[config.mk]
export PLATFORM = sky130hd
export DESIGN_NAME = load_store_unit
export DESIGN_NICKNAME = d
export VERILOG_FILES = /design/src/rtl/load_store_unit_pkg.sv /design/src/rtl/load_store_unit_lane_align.sv /design/src/rtl/load_store_unit.sv
export SDC_FILE = /design/constraint.sdc
export NUM_CORES = 1
export LEC_CHECK = 0
export ABC_CLOCK_PERIOD_IN_PS = 3400
export CAP_MARGIN = 20
export CORE_ASPECT_RATIO = 1.1
export CORE_MARGIN = 3
export CORE_UTILIZATION = 49
export CTS_CLUSTER_DIAMETER = 50
export DETAILED_ROUTE_END_ITERATION = 8
export PLACE_DENSITY_LB_ADDON = 0.08
export SLEW_MARGIN = 40
export SYNTH_ARGS = -nofsm -noshare
export SYNTH_HDL_FRONTEND = slang
export SYNTH_HIERARCHICAL = 1
export SYNTH_SLANG_ARGS = --single-unit
[constraint.sdc]
create_clock -name clk -period 3.4 [get_ports clk]
set_clock_uncertainty 0.15 [all_clocks]
set_input_delay 0.34 -clock clk [delete_from_list [all_inputs] [get_ports clk]]
set_output_delay 0.34 -clock clk [all_outputs]
set_load 0.005 [all_outputs]
[src/rtl/load_store_unit_pkg.sv]
// Shared types and helpers for the load/store unit.
//   mem_funct3_e : access size encodings (loads and stores share B/H/W codes)
//   lsu_state_e  : control FSM states
//   lsu_req_t    : registered copy of an accepted request
//   access_fault : misaligned / out-of-range / illegal access check
package load_store_unit_pkg;

    localparam int unsigned ADDR_W = 32;
    localparam int unsigned DATA_W = 32;

    typedef enum logic [2:0] {
        F3_B  = 3'b000,
        F3_H  = 3'b001,
        F3_W  = 3'b010,
        F3_BU = 3'b100,
        F3_HU = 3'b101
    } mem_funct3_e;

    typedef enum logic [2:0] {
        ST_IDLE,
        ST_LOAD,
        ST_MERGE,
        ST_WRITE,
        ST_RESP
    } lsu_state_e;

    typedef struct packed {
        logic              store;
        logic [2:0]        funct3;
        logic [ADDR_W-1:0] addr;
        logic [DATA_W-1:0] wdata;
    } lsu_req_t;

    // True when the access must be rejected without a memory cycle.
    function automatic logic access_fault(
        input logic              store,
        input logic [2:0]        funct3,
        input logic [ADDR_W-1:0] addr,
        input int unsigned       mem_words
    );
        logic illegal;
        logic misaligned;
        logic out_of_range;
        illegal      = (funct3 == 3'b011) || (funct3[2:1] == 2'b11) || (store && funct3[2]);
        misaligned   = ((funct3 == F3_H || funct3 == F3_HU) && addr[0]) ||
                       ((funct3 == F3_W) && (addr[1:0] != 2'b00));
        out_of_range = 32'(addr[ADDR_W-1:2]) >= 32'(mem_words);
        return illegal || misaligned || out_of_range;
    endfunction

endpackage

[src/rtl/load_store_unit_lane_align.sv]
// Combinational lane logic shared by the load and merge paths.
//   word        : memory word being read
//   addr_lo     : byte offset within the word
//   funct3      : access size / extension
//   wdata       : right-aligned store data
//   load_value  : extracted and sign/zero-extended load result
//   merged_word : word with the addressed lane replaced by wdata (wdata for W)
module lsu_lane_align
    import load_store_unit_pkg::*;
(
    input  logic [DATA_W-1:0] word,
    input  logic [1:0]        addr_lo,
    input  logic [2:0]        funct3,
    input  logic [DATA_W-1:0] wdata,
    output logic [DATA_W-1:0] load_value,
    output logic [DATA_W-1:0] merged_word
);

    logic [7:0]  lane_byte;
    logic [15:0] lane_half;

    // Lane extraction and extension for loads.
    always_comb begin
        lane_byte  = word[{addr_lo, 3'b000} +: 8];
        lane_half  = word[{addr_lo[1], 4'b0000} +: 16];
        load_value = '0;
        case (funct3)
            F3_B:    load_value = {{24{lane_byte[7]}}, lane_byte};
            F3_BU:   load_value = {24'h000000, lane_byte};
            F3_H:    load_value = {{16{lane_half[15]}}, lane_half};
            F3_HU:   load_value = {16'h0000, lane_half};
            F3_W:    load_value = word;
            default: load_value = '0;
        endcase
    end

    // Read-modify-write merge for stores.
    always_comb begin
        merged_word = word;
        case (funct3)
            F3_B:    merged_word[{addr_lo, 3'b000} +: 8] = wdata[7:0];
            F3_H:    merged_word[{addr_lo[1], 4'b0000} +: 16] = wdata[15:0];
            F3_W:    merged_word = wdata;
            default: merged_word = word;
        endcase
    end

endmodule

[src/rtl/load_store_unit.sv]
// Load/store initiator for a word-organised data memory.
//   clk, reset                : clock, synchronous active-high reset
//   req_*                     : one request at a time, accepted when req_ready
//   resp_valid/rdata/fault    : one-cycle completion pulse with result
//   mem_idx / mem_write_*     : word address and write strobe to memory
//   mem_read_data             : combinational read of mem_idx
module load_store_unit
    import load_store_unit_pkg::*;
#(
    parameter int unsigned MEM_WORDS = 128
) (
    input  logic              clk,
    input  logic              reset,
    input  logic              req_valid,
    output logic              req_ready,
    input  logic              req_store,
    input  logic [2:0]        req_funct3,
    input  logic [ADDR_W-1:0] req_addr,
    input  logic [DATA_W-1:0] req_wdata,
    output logic              resp_valid,
    output logic [DATA_W-1:0] resp_rdata,
    output logic              resp_fault,
    output logic [ADDR_W-1:0] mem_idx,
    output logic [DATA_W-1:0] mem_write_data,
    output logic              mem_write_enable,
    input  logic [DATA_W-1:0] mem_read_data
);

    lsu_state_e        state;
    lsu_state_e        state_next;
    lsu_req_t          req_q;
    logic [DATA_W-1:0] merged_q;
    logic [DATA_W-1:0] load_value;
    logic [DATA_W-1:0] merged_word;
    logic              accept_fault;

    assign accept_fault = access_fault(req_store, req_funct3, req_addr, MEM_WORDS);

    lsu_lane_align u_lane_align (
        .word        (mem_read_data),
        .addr_lo     (req_q.addr[1:0]),
        .funct3      (req_q.funct3),
        .wdata       (req_q.wdata),
        .load_value  (load_value),
        .merged_word (merged_word)
    );

    // State register.
    always_ff @(posedge clk) begin
        if (reset) begin
            state <= ST_IDLE;
        end else begin
            state <= state_next;
        end
    end

    // Next state and memory-side / handshake outputs.
    always_comb begin
        state_next       = state;
        req_ready        = 1'b0;
        resp_valid       = 1'b0;
        mem_idx          = '0;
        mem_write_data   = '0;
        mem_write_enable = 1'b0;
        case (state)
            ST_IDLE: begin
                req_ready = 1'b1;
                if (req_valid) begin
                    if (accept_fault) begin
                        state_next = ST_RESP;
                    end else if (!req_store) begin
                        state_next = ST_LOAD;
                    end else if (req_funct3 == F3_W) begin
                        state_next = ST_WRITE;
                    end else begin
                        state_next = ST_MERGE;
                    end
                end
            end
            ST_LOAD: begin
                mem_idx    = {req_q.addr[ADDR_W-1:2], 2'b00};
                state_next = ST_RESP;
            end
            ST_MERGE: begin
                mem_idx    = {req_q.addr[ADDR_W-1:2], 2'b00};
                state_next = ST_WRITE;
            end
            ST_WRITE: begin
                mem_idx          = {req_q.addr[ADDR_W-1:2], 2'b00};
                mem_write_data   = merged_q;
                // Reset in this cycle must cancel the commit at the coming edge.
                mem_write_enable = req_q.store && !reset;
                state_next       = ST_RESP;
            end
            ST_RESP: begin
                resp_valid = 1'b1;
                state_next = ST_IDLE;
            end
            default: state_next = ST_IDLE;
        endcase
    end

    // Request capture, merged word and response registers; response values
    // only change on the edge that enters RESP.
    always_ff @(posedge clk) begin
        if (reset) begin
            req_q      <= '0;
            merged_q   <= '0;
            resp_rdata <= '0;
            resp_fault <= 1'b0;
        end else begin
            case (state)
                ST_IDLE: begin
                    if (req_valid) begin
                        req_q    <= '{store: req_store, funct3: req_funct3,
                                      addr: req_addr, wdata: req_wdata};
                        merged_q <= req_wdata;
                        if (accept_fault) begin
                            resp_rdata <= '0;
                            resp_fault <= 1'b1;
                        end
                    end
                end
                ST_LOAD: begin
                    resp_rdata <= load_value;
                    resp_fault <= 1'b0;
                end
                ST_MERGE: merged_q <= merged_word;
                ST_WRITE: begin
                    resp_rdata <= '0;
                    resp_fault <= 1'b0;
                end
                default: ;
            endcase
        end
    end

endmodule

# After elaboration in Yosys (flattened, before gate mapping)
# Index checks and enable logic that the tools add are counted.
totals:
  reg_bits: 136
  input_bits: 103
  output_inout_bits: 100
  elab_cells: 77
op_classes:
  addsub: 2
  n_lt_le_gt_ge: 1
  n_eq_ne: 15
  shifts: 6
  n_mux: 22
  reduce_logical: 23
op_table:
  columns: ["op", "n"]
  rows:
  - ["$pmux W32 S3", 2]
  - ["$mux W32", 5]
  - ["$pmux W32 S5", 1]
  - ["$bwmux W32", 2]
  - ["$pmux W32 S2", 1]
  - ["$shift A16 B7 Y32 const A", 1]
  - ["$shift A8 B7 Y32 const A", 1]
  - ["$shiftx A16 B7 Y32", 1]
  - ["$shiftx A32 B6 Y16", 1]
  - ["$shiftx A32 B6 Y8", 1]
  - ["$shiftx A8 B7 Y32", 1]
  - ["$ge A30 B8 Y1 const B", 1]
  - ["$eq A3 B2 Y1 const B", 5]
  - ["$neg A5 Y7", 2]
  - ["$eq A3 B3 Y1 const B", 4]
  - ["$eq A3 B1 Y1 const B", 3]
  - ["$pmux W3 S3", 1]
  - ["$logic_not A3 Y1", 2]
  - ["$logic_or A1 B1 Y1", 6]
  - ["$mux W1", 6]
  - ["$mux W3", 2]
  - ["$reduce_and A3 Y1", 2]
  - ["$reduce_bool A2 Y1", 3]
  - ["$logic_and A1 B1 Y1", 4]
  - ["9 further kinds", 11]

# Depth between registers and ports, before layout
# Gate-level depths: netlist of the first run.
depth:
  ltp_word: 9
  mapped_depth: 11
  ltp_nobuf: 8

# Cells and area by module
# Netlist of the first run, hierarchy kept.
by_module_without_submodules:
  columns: ["mod", "instances", "cells_per_inst", "area_per_inst_um2"]
  rows:
  - ["load_store_unit", 1, 625, 5288.8]
  - ["lsu_lane_align", 1, 341, 2228.4]

# Worst setup path before layout of the first run
# No wires, ideal clock.
synth_path:
  kind: "register -> register"
  from: "register req_q[33] (netlist bit)"
  to: "register merged_q[30]"
  setup_ps: 74
  t_arrival_ps: 2183
  setup_slack_ps: 992
  stages_incl_launch_ff: 11
  synth_period_minus_slack_ps: 2408
  cell_sequence: "dfxtp_1 -> buf_4 -> buf_2 -> inv_1 -> ha_1 -> nor3b_2 -> nand2_1 -> a211oi_1 -> o22a_1 -> nand2_1 -> a31oi_1"
synth_via:
  elab_chain_cells: 5
  word_cells_on_any_way: 10
synth_rtl:
  columns: ["item", "line_no", "source"]
  rows:
  - ["from (decl)", "load_store_unit.sv:31", "lsu_req_t req_q;"]
  - ["from (signal assigned)", "load_store_unit.sv:115", "req_q <= '{store: req_store, funct3: req_funct3,"]
  - ["$neg A5 Y7 (on tied branches)", "load_store_unit_lane_align.sv:42, load_store_unit_lane_align.sv:41", null]
  - ["$shiftx A16 B7 Y32 (tied with other cells)", "load_store_unit_lane_align.sv:42", "F3_H: merged_word[{addr_lo[1], 4'b0000} +: 16] = wdata[15:0];"]
  - ["$bwmux W32 (on tied branches)", "load_store_unit_lane_align.sv:42, load_store_unit_lane_align.sv:41", null]
  - ["$pmux W32 S3 *", "load_store_unit_lane_align.sv:40", "case (funct3)"]
  - ["via merged_word[30]", "load_store_unit.sv:34", "logic [DATA_W-1:0] merged_word;"]
  - ["$pmux W32 S2 *", "load_store_unit.sv:112", "case (state)"]
  - ["to (signal assigned)", "load_store_unit.sv:117", "merged_q <= req_wdata;"]
  - ["to (signal assigned)", "load_store_unit.sv:128", "ST_MERGE: merged_q <= merged_word;"]
  - ["to (decl)", "load_store_unit.sv:32", "logic [DATA_W-1:0] merged_q;"]
# Mark *: on every way through the listed nets, which the timed path passes. The rest lies on a longest branch.
# A chain may end at the register's enable or synchronous reset.

# Final worst setup path of the first run
layout_path:
  from: "register state[1]"
  to: "output mem_idx[8]"
layout_via:
  elab_chain_cells: 3
  word_cells_on_any_way: 5
layout_rtl:
  columns: ["item", "line_no", "source"]
  rows:
  - ["from (decl)", "load_store_unit.sv:29", "lsu_state_e state;"]
  - ["from (signal assigned)", "load_store_unit.sv:53", "state <= state_next;"]
  - ["$eq A3 B2 Y1 or $eq A3 B1 Y1 (tied branches)", "load_store_unit.sv:65", "case (state)"]
  - ["$reduce_or A3 Y1 (no source line) *", null, null]
  - ["$mux W32 *", "load_store_unit.sv:65", null]
  - ["to (decl)", "load_store_unit.sv:23", "output logic [ADDR_W-1:0] mem_idx,"]
# Mark *: on every way between the ends. The rest lies on a longest branch, timed or not.

==> results of run 1 <==
[where the power goes]
| part | internal (W) | total [W] | switching (W) |
|---|---|---|---|
| Sequential | 0.00167 | 0.00173 | 0.0000664 |
| Clock | 0.00113 | 0.00184 | 0.000707 |
| Combinational | 0.000315 | 0.000728 | 0.000413 |
| Total | 0.00311 | 0.00430 | 0.00119 |
[path summary, 6_finish.rpt]
kind,endpoint,cells after the start
setup / recovery,mem_idx[8],6
hold / removal,req_q[45],2
setup reg to reg,merged_q[26],8
hold reg to reg,req_q[36],2
[registers in the layout, indices dropped and copies added (netlist names)]
register,count
merged_q,32
req_q,68
resp_fault,1
resp_rdata,32
state,3
[routing by layer]
| metal | part of all wire (%) | global-route usage [%] | up-vias |
|---|---|---|---|
| li1 | - | - | 3785 |
| met1 | 40 | 38.5 | 3727 |
| met2 | 46 | 47.4 | 460 |
| met3 | 11 | 8.70 | 61 |
| met4 | 2.9 | 11.5 | 0 |
| met5 | 0 | 0 | - |
[final cells by class]
cell class | count | area [um^2]
Clock inverter | 11 | 123
Sequential cell | 136 | 2720
Clock buffer | 21 | 470
Multi-Input combinational cell | 737 | 4380
Fill cell | 1286 | 4600
Tap cell | 192 | 240
Timing Repair Buffer | 222 | 2160
Inverter | 9 | 33.8
[per-stage QoR]
| step | setup slack, ns | total power (W) | instance area [um^2] | std cells |
|---|---|---|---|---|
| floorplan | 0.992 | 0.00219 | 7520 | 967 |
| finish | 0.678 | 0.00430 | 10100 | 1328 |
| detailed placement | 0.836 | 0.00247 | 9540 | 1296 |
| global placement | 0.853 | 0.00246 | 9540 | 1296 |
| CTS | 0.657 | 0.00429 | 10100 | 1328 |
| global route | 0.487 | 0.00444 | 10100 | 1328 |
[cells in the mapped netlist, types with 3 or more instances]
master and instances:
nor3b_2 4, a221oi_1 9, o21a_1 3, ha_1 5, dfxtp_1 136, o22ai_1 17
nor2b_1 15, a21oi_1 84, a211oi_1 8, a31oi_1 44, mux2i_1 17, nand2b_1 5
and3_1 32, a22oi_1 13, a22o_1 7, inv_1 8, o211ai_1 3, a32o_2 28
nand3_1 26, o311ai_0 5, nor4_1 6, a41o_1 3, nor2_1 38, a21o_1 6
buf_4 8, a32o_1 5, o21ai_0 7, mux2_2 15, buf_6 4, and2_1 38
a21oi_2 3, a221o_1 3, clkbuf_1 45, o22a_1 11, buf_2 26, nand2_1 237
nor3_1 3
[cell families (layout without fill, tap and decap cells)]
kind of cell	after synthesis	after routing
AOI/OAI and AO/OA	275	275
buffers and inverters	94	263
muxes	33	33
other	1	2
and+or+nand+nor	422	422
DFF	136	136
adders and majority gates	5	5
==> out/results.txt, run 1 <==
Yosys Warn Count: 6
CTS resizes: 0
Worst Path Arrival: 2.23 ns
die width: 124 um
Final Cycle Share: 80.1%
DR vias: 8033
CP Capture Type: output port
Crit Path Max Fanout: 37
core area: 14700 um^2
DR iter-0 viols: 857
FF-to-FF Start: req_q[32]
FP Rows: 46
post-synthesis mux area share: 4.66%
clock sink count: 136
RSZ-0062 raised after global routing: no
Hold Slack: 0.166 ns
CP Class: register to output port
Ant. Diodes: 0
first-pass GRT wire length: 39400 um
Worst Tran Pin Value: 0.795 ns
Crit path max-delay family: buffers and inverters
Crit path largest cell delay: 0.52 ns
Worst setup SP type: register
initial antenna violation count: 0
H-tree levels: 4
Vias/cell: 6.05
First-pass DRT Iterations: 6
post-synth top area cell: dfxtp_1
worst hold path type: input pin to register
Crit path buffers/inverters: 3
DP Wirelength: 17900 um
R2R Setup Slk: 0.77 ns
WL final: 25600 um
Synth Area in XOR/XNOR: 0%
count of final setup violators: 0
share of cells above drive strength 1: 10.7%
die area: 16900 um^2
Slew Limit Fails: 0
fin nets: 1231
commonest non-fill, non-tap cell in the layout: nand2_1
top cells by area, synth: dfxtp_1 36%, nand2_1 12%, a21oi_1 5.6%, a32o_2 4.2%, a31oi_1 3.7%
Netlist cell types: 67
area growth from synthesis to layout: 34.8%
Core Util, Final: 68.8%
VDD IR max: 0.000363 V
Die Height: 136 um
final hold vios: 0
worst-path cell chain: buf_4, nor2_1, nor2_1, buf_4, and2_1, clkdlybuf4s50_1
critical path startpoint: state[1]
maximum clock insertion buffer count: 2
largest net degree at the start of global routing: 50
I/O Buffers: 200
hold_sp: reset
most frequent cells in the layout: 236 x nand2_1, 199 x clkdlybuf4s50_1, 135 x dfxtp_1
P per Cell Area: 424 nW/um^2
number of I/O pins: 203
Clock Latency Late Sink: 0.43 ns
vias in the first global route: 7520
Simple-Gate Fraction of Synth Area: 26.2%
routed len/inst: 19.2 um
GRT Total Usage: 30.0%
Mean Syn Cell Area: 7.78 um^2
EDFF count, synth: 0
CP Data Required Time: 2.91 ns
Post-Syn Area: 7520 um^2
cts bufs inserted: 17
Mapped Cells: 966
Total Neg Setup Slack: 0 ns
total grt overflow: 0
CTS Root Cell: clkbuf_16
slowest cell on the critical path: clkdlybuf4s50_1
leakage power: 3.94 nW
CTS tree: done
GPL Wtd Cong: 0.962
max-cap viol count: 0
Synth Area in Compound Gates: 26.1%
sequential share of the synthesized area: 36.2%
share of Yosys cell area claimed by the top area cell type: 36.2%
Post-synth ARST share: 0%
Post-CTS Hold Buffers: 0
Post-Synth Adder-Cell Area: 0.832%
Post-CTS Setup Inserts: 0
# DRC: 0
largest family of logic cells by synthesized area: simple AND/OR/NAND/NOR gates
ys flop type: dfxtp_1
outcome: finished clean
Initial Util: 51.0%
worst rel slew slack: 46.9%
clock-pin slew on the worst setup and hold paths: 0.06 ns
Max Fclk: 0.367 GHz
Final ANT Viol Nets: 0
synthesized flop and latch total: 136
fin crit period: 2.72 ns
(Power assumes the default switching activity.)
==> run 2: changes to the inputs <==
Settings changed: ABC_CLOCK_PERIOD_IN_PS 3400 to 2470, CORE_UTILIZATION 49 to 44.
Clock period 3.4 ns to 2.47 ns, I/O delays scaled along.
==> run 2 against run 1 <==
Against the previous run: critical path depth is 2 lower; combinational power rose by 44%; clock power up 52%; non-clock buffer count increased by 21; critical endpoint is now mem_write_enable; design area up 2.9%; sequential power increased by 37%; largest power group unchanged.
==> out/results.txt, run 2 (synthesized netlist as in run 1, its figures left out) <==
outcome: finished clean
CP Class: register to output port
Cells after DPL: 1329
cells on worst reg2reg path: 7
FF-to-FF Start: req_q[33]
Final ANT Viol Nets: 0
I/O Buffers: 200
Worst Hold Path Cells: 3
cts bufs inserted: 17
DR vias: 8011
clock-pin slew on the worst setup and hold paths: 0.06 ns
Die Height: 143 um
Finished Layout Cells: 1361
area growth from synthesis to layout: 38.7%
Vias/cell: 5.89
P per Cell Area: 596 nW/um^2
leakage power: 4.11 nW
share of cells above drive strength 1: 12.5%
maximum clock insertion buffer count: 2
biggest regs: req_q (68), merged_q (32), resp_rdata (32)
Total Neg Setup Slack: 0 ns
DR iter-0 viols: 772
worst-path cell chain: nor2b_2, buf_12, and4b_1, clkdlybuf4s50_1
vias in the first global route: 7654
count of final setup violators: 0
commonest non-fill, non-tap cell in the layout: nand2_1
Filler Cell Count: 1484
total grt overflow: 0
R2R Setup Slk: 0.17 ns
Clock Latency Late Sink: 0.42 ns
die area: 18700 um^2
DP Wirelength: 18700 um
WL final: 25600 um
CTS tree: done
Crit path largest cell delay: 0.53 ns
# DRC: 0
first-pass GRT wire length: 39800 um
Max Fclk: 0.423 GHz
CTS resizes: 1
FP Rows: 49
most frequent cells in the layout: 236 x nand2_1, 199 x clkdlybuf4s50_1, 134 x dfxtp_1
worst hold path type: input pin to register
GPL Wtd Cong: 0.933
hold_sp: reset
clock sink count: 136
CP Capture Type: output port
Crit Path Max Fanout: 34
GRT Total Usage: 27.0%
Worst setup SP type: register
Slew Limit Fails: 0
H-tree levels: 4
VDD IR max: 0.000486 V
Worst Hold End: state[0]
initial antenna violation count: 0
slowest cell on the critical path: clkdlybuf4s50_1
First-pass DRT Iterations: 7
Post-CTS Hold Buffers: 0
core area: 16600 um^2
number of I/O pins: 203
fin crit period: 2.37 ns
max reg flops: 68
Core Util, Final: 63.0%
Reg2Reg Capture Point: merged_q[2]
Initial Util: 45.4%
CTS Root Cell: clkbuf_16
routed len/inst: 18.8 um
Ant. Diodes: 0
largest net degree at the start of global routing: 64
RSZ-0062 raised after global routing: no
CP Data Required Time: 2.07 ns
fin nets: 1252
die width: 131 um
max-cap viol count: 0
Largest Register: req_q
Worst Path Arrival: 1.97 ns
final hold vios: 0
Worst Tran Pin Value: 0.767 ns
Post-CTS Setup Inserts: 0
Final Cycle Share: 95.8%
worst rel slew slack: 48.8%
-- run 2: cell count changes in the layout (fill, tap and decap cells not counted) --
cell / previous run / this run
buf_12: 0 / 5
buf_4: 23 / 39
bufinv_16: 2 / 5
clkbuf_1: 1 / 0
clkbuf_8: 3 / 2
clkinv_2: 3 / 5
clkinvlp_4: 4 / 1
dfxtp_1: 135 / 134
dfxtp_2: 1 / 2
nand2_2: 1 / 2
nand2_4: 1 / 0
-- run 2: final cells by class --
class | count | area (um^2) | area share (%)
multi-input combinational | 737 | 4380 | 42.0
sequential | 136 | 2730 | 26.1
timing repair buffer | 243 | 2380 | 22.9
clock buffer | 19 | 453 | 4.34
tap | 204 | 255 | 2.45
clock inverter | 13 | 200 | 1.92
inverter | 9 | 33.8 | 0.324
-- run 2: how the worst max path moves through the flow --
stage,startpoint,end,slack (ns),cells past startpoint
after global routing,state[0],mem_idx[24],0.02,5
final,state[0],mem_write_enable,0.10,4
after global placement,req_addr[14],resp_rdata[20],0.23,7
after floorplan,req_q[33],merged_q[30],0.06,10
after CTS,state[0],mem_write_enable,0.09,4
after detailed placement,req_funct3[1],resp_rdata[25],0.19,7
-- run 2: per-layer routing --
metal / global-route usage, % / wire (um) / vias up
li1: - / - / 3831
met1: 35.7 / 10900 / 3710
met2: 42.3 / 11600 / 410
met3: 7.15 / 2300 / 60
met4: 10.2 / 823 / 0
met5: 0 / 0 / -
-- run 2: metrics by stage --
| stage | setup WS, ns | instance area [um^2] | hold WS (ns) | power, W |
|---|---|---|---|---|
| global route | 0.0177 | 10400 | 0.117 | 0.00646 |
| finish | 0.104 | 10400 | 0.122 | 0.00622 |
| floorplan | 0.0623 | 7520 | 0.233 | 0.00302 |
| global placement | 0.225 | 9770 | 0.288 | 0.00343 |
| CTS | 0.0918 | 10400 | 0.102 | 0.00624 |
| detailed placement | 0.187 | 9770 | 0.292 | 0.00344 |
-- run 2: critical path: cells and delay by family (launching register included) --
kind | cells | cell delay [ns]
buffers and inverters | 2 | 0.73
flip-flops | 1 | 0.40
AND/OR/NAND/NOR | 2 | 0.42
-- run 2: power by group --
group,switching [W],leakage (nW),internal (W)
registers,0.0000776,1.11,0.00229
clock network,0.000964,0.322,0.00184
logic,0.000582,2.67,0.000467
